**src/rtl/pacman_actor.sv**
```systemverilog
// Grid actor for the maze game: steps one tile per step period using a buffered
// turn request, checks each step against border limits and a shared map-RAM port.
module pacman_actor #(
  parameter int COORD_W       = 5,
  parameter int TILE_SHIFT    = 3,
  parameter int SCREEN_OFFSET = 20,
  parameter int SPR_SIZE      = 16,
  parameter int BORDER_X_MIN  = 1,
  parameter int BORDER_X_MAX  = 28,
  parameter int BORDER_Y_MIN  = 1,
  parameter int BORDER_Y_MAX  = 28,
  parameter int START_X       = 2,
  parameter int START_Y       = 2,
  parameter int START_DIR     = 3,
  parameter int STEP_TICKS    = 15,
  parameter int ANIM_FRAMES   = 2,
  localparam int AW = (ANIM_FRAMES > 1) ? $clog2(ANIM_FRAMES) : 1
) (
  input  logic               clk,
  input  logic               reset,
  input  logic               ce,
  input  logic [9:0]         shpos,
  input  logic [9:0]         svpos,
  input  logic               req_valid,
  input  logic [1:0]         req_dir,
  output logic               map_req,
  output logic [COORD_W-1:0] map_x,
  output logic [COORD_W-1:0] map_y,
  input  logic               map_ack,
  input  logic               map_wall,
  output logic [COORD_W-1:0] xpos,
  output logic [COORD_W-1:0] ypos,
  output logic [1:0]         dir,
  output logic               moving,
  output logic               step_done,
  output logic [AW-1:0]      anim_frame,
  output logic               spr_on,
  output logic [3:0]         spr_x,
  output logic [3:0]         spr_y
);

  localparam int TW = $clog2(STEP_TICKS);

  typedef enum logic [1:0] {S_IDLE, S_TURN, S_FWD, S_DONE} state_t;

  function automatic logic [2*COORD_W-1:0] neighbour(input logic [COORD_W-1:0] x,
                                                     input logic [COORD_W-1:0] y,
                                                     input logic [1:0]         d);
    logic [COORD_W-1:0] nx;
    logic [COORD_W-1:0] ny;
    nx = x;
    ny = y;
    case (d)
      2'd0:    ny = y - COORD_W'(1);
      2'd1:    nx = x - COORD_W'(1);
      2'd2:    ny = y + COORD_W'(1);
      default: nx = x + COORD_W'(1);
    endcase
    return {nx, ny};
  endfunction

  function automatic logic in_border(input logic [COORD_W-1:0] x,
                                     input logic [COORD_W-1:0] y);
    return (int'(x) > BORDER_X_MIN) && (int'(x) < BORDER_X_MAX) &&
           (int'(y) > BORDER_Y_MIN) && (int'(y) < BORDER_Y_MAX);
  endfunction

  function automatic logic [AW-1:0] next_frame(input logic [AW-1:0] f);
    return (f == AW'(ANIM_FRAMES - 1)) ? '0 : f + AW'(1);
  endfunction

  state_t             state_q, state_d;
  logic [COORD_W-1:0] x_q, x_d, y_q, y_d, mx_q, mx_d, my_q, my_d;
  logic [1:0]         dir_q, dir_d, want_q, want_d, turn_dir_q, turn_dir_d;
  logic [TW-1:0]      tick_q, tick_d;
  logic               pend_q, pend_d, moving_q, moving_d;
  logic [AW-1:0]      frame_q, frame_d;
  logic               spr_on_q, spr_on_d;
  logic [3:0]         spr_x_q, spr_x_d, spr_y_q, spr_y_d;

  logic [COORD_W-1:0] fx, fy, tx, ty;
  logic               fwd_ok, turn_ok, wrap;
  logic [9:0]         sx, sy, dx, dy;

  assign {fx, fy} = neighbour(x_q, y_q, dir_q);
  assign {tx, ty} = neighbour(x_q, y_q, want_q);
  assign fwd_ok   = in_border(fx, fy);
  assign turn_ok  = (want_q != dir_q) && in_border(tx, ty);

  always_comb begin
    state_d    = state_q;
    x_d        = x_q;
    y_d        = y_q;
    mx_d       = mx_q;
    my_d       = my_q;
    dir_d      = dir_q;
    want_d     = want_q;
    turn_dir_d = turn_dir_q;
    tick_d     = tick_q;
    pend_d     = pend_q;
    moving_d   = moving_q;
    frame_d    = frame_q;
    wrap       = 1'b0;

    if (ce) begin
      if (tick_q == TW'(STEP_TICKS - 1)) begin
        tick_d = '0;
        wrap   = 1'b1;
      end else begin
        tick_d = tick_q + TW'(1);
      end
    end

    if (req_valid) want_d = req_dir;

    case (state_q)
      S_IDLE: begin
        if (pend_q) begin
          pend_d = 1'b0;
          if (turn_ok) begin
            state_d    = S_TURN;
            mx_d       = tx;
            my_d       = ty;
            turn_dir_d = want_q;
          end else if (fwd_ok) begin
            state_d = S_FWD;
            mx_d    = fx;
            my_d    = fy;
          end else begin
            state_d  = S_DONE;
            moving_d = 1'b0;
          end
        end
      end
      S_TURN: begin
        if (map_ack) begin
          if (!map_wall) begin
            state_d  = S_DONE;
            dir_d    = turn_dir_q;
            x_d      = mx_q;
            y_d      = my_q;
            frame_d  = next_frame(frame_q);
            moving_d = 1'b1;
          end else if (fwd_ok) begin
            // Turn tile is a wall: fall back to carrying on straight.
            state_d = S_FWD;
            mx_d    = fx;
            my_d    = fy;
          end else begin
            state_d  = S_DONE;
            moving_d = 1'b0;
          end
        end
      end
      S_FWD: begin
        if (map_ack) begin
          state_d = S_DONE;
          if (!map_wall) begin
            x_d      = mx_q;
            y_d      = my_q;
            frame_d  = next_frame(frame_q);
            moving_d = 1'b1;
          end else begin
            moving_d = 1'b0;
          end
        end
      end
      default: state_d = S_IDLE;
    endcase

    // A fresh period tick outranks the clear from the step it overlaps.
    if (wrap) pend_d = 1'b1;
  end

  always_comb begin
    sx       = (10'(x_q) << TILE_SHIFT) - 10'(SCREEN_OFFSET);
    sy       = (10'(y_q) << TILE_SHIFT) - 10'(SCREEN_OFFSET);
    dx       = shpos - sx;
    dy       = svpos - sy;
    spr_on_d = (dx < 10'(SPR_SIZE)) && (dy < 10'(SPR_SIZE));
    spr_x_d  = spr_on_d ? dx[3:0] : 4'd0;
    spr_y_d  = spr_on_d ? dy[3:0] : 4'd0;
  end

  always_ff @(posedge clk) begin
    if (reset) begin
      state_q    <= S_IDLE;
      x_q        <= COORD_W'(START_X);
      y_q        <= COORD_W'(START_Y);
      dir_q      <= 2'(START_DIR);
      want_q     <= 2'(START_DIR);
      turn_dir_q <= 2'(START_DIR);
      mx_q       <= '0;
      my_q       <= '0;
      tick_q     <= '0;
      pend_q     <= 1'b0;
      moving_q   <= 1'b0;
      frame_q    <= '0;
      spr_on_q   <= 1'b0;
      spr_x_q    <= 4'd0;
      spr_y_q    <= 4'd0;
    end else begin
      state_q    <= state_d;
      x_q        <= x_d;
      y_q        <= y_d;
      dir_q      <= dir_d;
      want_q     <= want_d;
      turn_dir_q <= turn_dir_d;
      mx_q       <= mx_d;
      my_q       <= my_d;
      tick_q     <= tick_d;
      pend_q     <= pend_d;
      moving_q   <= moving_d;
      frame_q    <= frame_d;
      spr_on_q   <= spr_on_d;
      spr_x_q    <= spr_x_d;
      spr_y_q    <= spr_y_d;
    end
  end

  assign map_req    = (state_q == S_TURN) || (state_q == S_FWD);
  assign step_done  = (state_q == S_DONE);
  assign map_x      = mx_q;
  assign map_y      = my_q;
  assign xpos       = x_q;
  assign ypos       = y_q;
  assign dir        = dir_q;
  assign moving     = moving_q;
  assign anim_frame = frame_q;
  assign spr_on     = spr_on_q;
  assign spr_x      = spr_x_q;
  assign spr_y      = spr_y_q;

endmodule

```
**config.mk**
```make
export PLATFORM = sky130hd
export DESIGN_NAME = pacman_actor
export DESIGN_NICKNAME = d
export VERILOG_FILES = /design/src/rtl/pacman_actor.sv
export SDC_FILE = /design/constraint.sdc
export NUM_CORES = 1
export LEC_CHECK = 0
export BUFFER_PORTS_ARGS = -buffer_cell sky130_fd_sc_hd__buf_2
export CELL_PAD_IN_SITES_DETAIL_PLACEMENT = 0
export CELL_PAD_IN_SITES_GLOBAL_PLACEMENT = 2
export CORE_UTILIZATION = 36
export DETAILED_ROUTE_END_ITERATION = 12
export PLACE_DENSITY = 0.93
export SYNTH_ARGS = -nofsm -noshare
export SYNTH_HDL_FRONTEND = slang
export SYNTH_SLANG_ARGS = --single-unit
```
**constraint.sdc**
```tcl
create_clock -name clk -period 8.5 [get_ports clk]
set_input_delay 1.275 -clock clk [delete_from_list [all_inputs] [get_ports clk]]
set_output_delay 1.275 -clock clk [all_outputs]
set_load 0.005 [all_outputs]
```
Word-level counts from Yosys, hierarchy flattened. Index checks and enable logic that the tools add are counted.

Logic and storage cells: 113. Bits of input ports: 28. Bits in registers: 44. Output and inout port bits: 35.

Bitwise operators: 2. Add/sub/neg operators: 10. Multiplexer cells: 37. Eq/ne operators: 14. $lt $le $gt $ge: 10. Reduce and logical (&&, ||, !) cells: 25.

Operators by type and width (count): 5-bit one-hot mux with 2 select lines (6); 5-bit 2-to-1 mux (10); 5-bit by 1-bit > comparator with 1-bit output, second input constant (4); 10-bit by 5-bit less-than comparator with 1-bit output, second input constant (2); 5-bit less-than comparator, second input constant (4); 10-bit subtractor (2); 8-bit by 5-bit subtractor with 9-bit output, second input constant (2); 1-bit 2-to-1 mux (14); 3-bit AND reduction (4); 5-bit by 1-bit adder with 5-bit output, second input constant (2); 2-bit != test, second input constant (5); 5-bit by 1-bit subtractor with 5-bit output, second input constant (2); 2-bit equality test, second input constant (4); 1-bit logical AND (8); 2-bit 2-to-1 mux (4); 2-bit OR reduction (4); 2-bit by 1-bit equality test with 1-bit output, second input constant (3); 2-bit zero test (3); 2-bit one-hot mux with 3 select lines (1); 5-bit AND reduction (1); 4-bit by 1-bit adder with 4-bit output, second input constant (1); 4-bit equality test, second input constant (1); 4-bit 2-to-1 mux (1); 4-bit AND reduction (1); other kinds (7) (9).

Logic depth before layout (Yosys ltp).
Depth after elaboration: 11. Mapped depth: 13. Mapped depth without buffers: 12.

Least setup slack after synthesis. Ideal clock, no wire load.

Path type: input -> register. Start point: input port svpos[2]. End point: register spr_x_q[0], in the netlist spr_x[0]. Arrival time: 2.957 ns. Required time: 8.428 ns. Slack: 5.470 ns. Stages: 10. Path through: inv_1 > fa_1 > nor2b_1 > o21ai_0 > a21boi_0 > o21ai_0 > mux2i_1 > and4b_1 > nand4b_1 > nor2_1.

Longest elaborated chain between the ends: 5.

RTL lines: start, declared (line 23) `input logic [9:0] svpos,`; 10-bit subtractor (line 179) `dy = svpos - sy;`; 10-bit by 5-bit less-than comparator with 1-bit output (line 180) `spr_on_d = (dx < 10'(SPR_SIZE)) && (dy < 10'(SPR_SIZE));`; 1-bit logical AND (line 180); 1-bit inverter (no source line); 2-bit OR reduction (no source line); end signal, assigned (line 216) `spr_x_q <= spr_x_d;`; end, declared (line 79) `logic [3:0] spr_x_q, spr_x_d, spr_y_q, spr_y_d;`.

Every way passes these cells. A chain may end at the register's enable or synchronous reset.

Worst setup path in the final report.
Start point: register y_q[0], in the netlist ypos[0]. End point: register spr_y_q[2], in the netlist spr_y[2].

Longest elaborated chain between the ends: 6.

RTL lines: start, declared (line 73) `logic [COORD_W-1:0] x_q, x_d, y_q, y_d, mx_q, mx_d, my_q, my_d;`; start signal, assigned (line 189) `y_q <= COORD_W'(START_Y);`; start signal, assigned (line 205) `y_q <= y_d;`; 8-bit by 5-bit subtractor with 9-bit output (line 177) `sy = (10'(y_q) << TILE_SHIFT) - 10'(SCREEN_OFFSET);`; 10-bit subtractor (line 179); 10-bit by 5-bit less-than comparator with 1-bit output (line 180); 1-bit logical AND (line 180); 1-bit inverter (no source line); 2-bit OR reduction (no source line); end signal, assigned (line 217) `spr_y_q <= spr_y_d;`; end, declared (line 79).

Every way passes these cells.

==> impl_metrics.sql <==
INSERT INTO impl_metrics (metric_group, metric, value, unit) VALUES
('clock_network', 'cts_inserted_buffers', '5', ''),
('sta', 'min_cycle_time_layout', '3.47', 'ns'),
('final_layout', 'post_layout_nonfiller_instances', '637', ''),
('routing', 'drt_first_pass_iters', '4', ''),
('sta', 'finalSetupViolCount', '0', ''),
('clock_network', 'cts_tree', 'done', ''),
('clock_network', 'clkSlewWorstSetupHoldPaths', '0.09', 'ns'),
('synth', 'cell_area_after_synthesis', '3640', 'um^2'),
('sta', 'max_slew_margin', '39.4', '%'),
('power', 'worst_ir_drop_vdd', '0.0000727', 'V'),
('clock_network', 'cts_hold_buf', '0', ''),
('clock_network', 'htree_levels', '2', ''),
('hold_path', 'timing.hold.worst.class', 'reg2reg', ''),
('routing', 'remaining_drc_errors', '0', ''),
('clock_network', 'insertion_delay', '0.30', 'ns'),
('global_routing', 'grt_max_degree', '28', ''),
('final_layout', 'multi_input_area', '2530', 'um^2'),
('global_routing', 'global_route.overflow_total', '0', ''),
('floorplanning', 'placeableCoreArea', '9770', 'um^2'),
('floorplanning', 'placement_rows', '36', ''),
('synth', 'ys_ff_latch', '44', ''),
('final_layout', 'final_layout_size_suffix_gt1_share', '18.7', '%'),
('synth', 'post_synth_num_cell_types', '74', ''),
('critical_path', 'arrival', '3.69', 'ns'),
('final_layout', 'n_fill_cell', '1051', ''),
('global_routing', 'wire_length_of_the_first_global_routing_pass', '15700', 'um'),
('placed_design', 'place.port_buffers', '62', ''),
('final_layout', 'core_utilization_of_the_finished_layout', '42.2', '%'),
('run_status', 'run_status', 'complete, no violations', ''),
('sta', 'worst_clock_skew', '0.00777', 'ns'),
('floorplanning', 'die_area', '10500', 'um^2'),
('critical_path', 'critical_path_class', 'reg2reg', ''),
('sta', 'timing_hold_violations_final', '0', ''),
('synth', 'synth_seq_area_share', '24.2', '%'),
('synth', 'synth-edff-count', '0', ''),
('global_routing', 'groute.usage.overall', '19.1', '%'),
('placed_design', 'dpl_worst_slack', '4.90', 'ns'),
('floorplanning', 'die_width', '103', 'um'),
('flow_run', 'maxCapViolCount', '0', ''),
('floorplanning', 'die_height', '103', 'um'),
('synth', 'share_of_synthesized_registers_carrying_an_async_set_or_reset', '0', '%'),
('placed_design', 'numPlacedInstances', '630', ''),
('placed_design', 'dp.final_hpwl', '7320', 'um'),
('sta', 'timing.final.max_slew_violations', '0', ''),
('critical_path', 'worst-path-max-fanout', '18', ''),
('clock_network', 'cts_buffer_depth', '2', ''),
('synth', 'yosys_warnings', '0', ''),
('floorplanning', 'floorplan.initialDensity', '37.3', '%'),
('sta', 'grt_setup_unrepaired', 'no', ''),
('sta', 'totalNegativeSetupSlack', '0', 'ns'),
('critical_path', 'worstSetupStartpointType', 'flop', ''),
('placed_design', 'globalplace.congestion', '0.829', ''),
('critical_path', 'endpoint_kind', 'flop', ''),
('power', 'pwr_density', '140', 'nW/um^2'),
('final_layout', 'syn_to_final_growth', '13.1', '%'),
('routing', 'post_drt_wl_per_cell', '15.3', 'um'),
('routing', 'detail_route.wirelength', '9760', 'um'),
('sta', 'holdWs', '0.485', 'ns'),
('global_routing', 'antenna_found_initial', '0', ''),
('clock_network', 'clock_sinks', '44', ''),
('clock_network', 'cts-resized-gates', '0', ''),
('routing', 'drtAntennaViolNets', '0', ''),
('synth', 'synth_fp_nets', '511', ''),
('global_routing', 'first_global_vias', '3144', ''),
('final_layout', 'final-seq-area', '881', 'um^2'),
('synth', 'dominantRegCellSynth', 'dfxtp_1', ''),
('floorplanning', 'boundaryPins', '63', ''),
('final_layout', 'diodes', '0', ''),
('sta', 'max_slew.worst_pin.slew', '0.907', 'ns'),
('sta', 'final.setup.worst_slack', '5.03', 'ns'),
('synth', 'netlist_instances', '461', ''),
('synth', 'post_synth.cell_area_avg', '7.91', 'um^2'),
('sta', 'fmax', '288', 'MHz'),
('routing', 'detail_route.vias_per_cell', '5.41', ''),
('routing', 'drt-initial-drc-count', '207', ''),
('final_layout', 'design.final.nets', '554', ''),
('clock_network', 'root_buffer', 'clkbuf_8', ''),
('routing', 'vias', '3447', ''),
('critical_path', 'critical_path_required', '8.73', 'ns'),
('clock_network', 'post-cts-setup-buffers', '0', ''),
('sta', 'layout_worst_path_cycle_share', '40.8', '%'),
('power', 'p_leak', '0.00180', 'uW');
stage by stage:
stage	total power (uW)	instance area (um^2)
finish	576	4120
global route	607	4120
CTS	581	4120
detailed placement	385	3990
global placement	386	3990
floorplan	342	3640
critical path, stage by stage, from the launching register on:
cell and delay [ns]:
dfxtp_1 0.65, inv_1 0.22, ha_1 0.43, inv_1 0.07, ha_1 0.31, nor2b_1 0.14, o21ai_0 0.18, a21boi_0 0.15
o21ai_0 0.23, mux2i_1 0.24, and4b_1 0.23, nand4b_1 0.35, nor2_1 0.19
cell families (layout without fill, tap and decap cells):
| logic type | count (synthesis) | after routing | synth area share, % |
|---|---|---|---|
| fa+ha+maj | 22 | 22 | 7.96 |
| buf+inv | 55 | 98 | 6.49 |
| mux | 12 | 12 | 3.81 |
| compound gates | 124 | 124 | 24.1 |
| xor+xnor | 38 | 38 | 9.34 |
| simple gates | 166 | 166 | 24.1 |
| flops | 44 | 44 | 24.2 |
report_power, final:
group          internal (uW)  total (uW)  switching, uW  leakage (uW)
sequential               217         233           15.9      0.000355
combinational           62.1         150           87.5       0.00138
clock                    116         194           77.7     0.0000642
area by class of cell:
class | instances | share of cell area [%]
Clock inverter | 2 | 1.46
Tap cell | 133 | 4.04
Inverter | 29 | 2.64
Timing Repair Buffer | 62 | 7.53
Clock buffer | 5 | 1.67
Multi-Input combinational cell | 362 | 61.3
Sequential cell | 44 | 21.4
synth_stat cells (4+ instances only):
cell	number	area, um^2
a211oi_1	6	45.0
a21oi_1	40	200
a31oi_1	6	37.5
dfxtp_1	44	881
buf_2	12	60.1
nand2_1	51	191
xnor2_1	26	228
and3_1	5	31.3
nor2b_1	9	56.3
o211ai_1	10	75.1
o21ai_0	14	70.1
mux2i_1	6	60.1
nand4_1	10	62.6
clkbuf_1	11	41.3
ha_1	20	250
nor2_1	38	143
xor2_1	11	96.3
inv_1	28	105
mux2_2	4	45.0
nor3_1	6	30.0
nand3_1	12	60.1
a21o_1	5	37.5
layer usage:
metal | vias up | share of wire (%) | track usage [%]
li1 | 1734 | - | -
met1 | 1612 | 47 | 25.1
met2 | 88 | 47 | 32.3
met3 | 13 | 4.7 | 3.19
met4 | 0 | 1.4 | 5.27
met5 | - | 0 | 0
layout by cell type, fill, tap and decap left out, types with 3 or more instances in the layout:
| cell type | synthesis | layout |
|---|---|---|
| a211o_1 | 3 | 3 |
| a211oi_1 | 6 | 6 |
| a21o_1 | 5 | 5 |
| a21oi_1 | 40 | 40 |
| a21oi_2 | 3 | 3 |
| a311oi_1 | 3 | 3 |
| a31oi_1 | 6 | 6 |
| and2_1 | 3 | 3 |
| and3_1 | 5 | 5 |
| and4_1 | 3 | 3 |
| buf_2 | 12 | 62 |
| clkbuf_8 | 0 | 5 |
| dfxtp_1 | 44 | 44 |
| ha_1 | 20 | 20 |
| inv_1 | 28 | 28 |
| mux2_2 | 4 | 4 |
| mux2i_1 | 6 | 6 |
| nand2_1 | 51 | 51 |
| nand2b_1 | 3 | 3 |
| nand3_1 | 12 | 12 |
| nand4_1 | 10 | 10 |
| nor2_1 | 38 | 38 |
| nor2b_1 | 9 | 9 |
| nor3_1 | 6 | 6 |
| nor3b_1 | 3 | 3 |
| o211ai_1 | 10 | 10 |
| o21ai_0 | 14 | 14 |
| o22ai_1 | 3 | 3 |
| or2_1 | 3 | 3 |
| xnor2_1 | 26 | 26 |
| xor2_1 | 11 | 11 |
worst paths after layout:
check             slack [ns]          start        to  cells after the start
setup / recovery        5.03        ypos[0]  spr_y[2]                     12
hold / removal          0.48  turn_dir_q[0]    dir[0]                      2
setup reg to reg        5.03        ypos[0]  spr_y[2]                     12
hold reg to reg         0.48  turn_dir_q[0]    dir[0]                      2
state kept, by name (all words and copies together), names as in the netlist, 2 cells and up:
register	count
map_x	5
map_y	5
xpos	5
ypos	5
spr_x	4
spr_y	4
tick_q	4
dir	2
state_q	2
turn_dir_q	2
want_q	2
No activity file was read; power rests on OpenSTA's default activity.
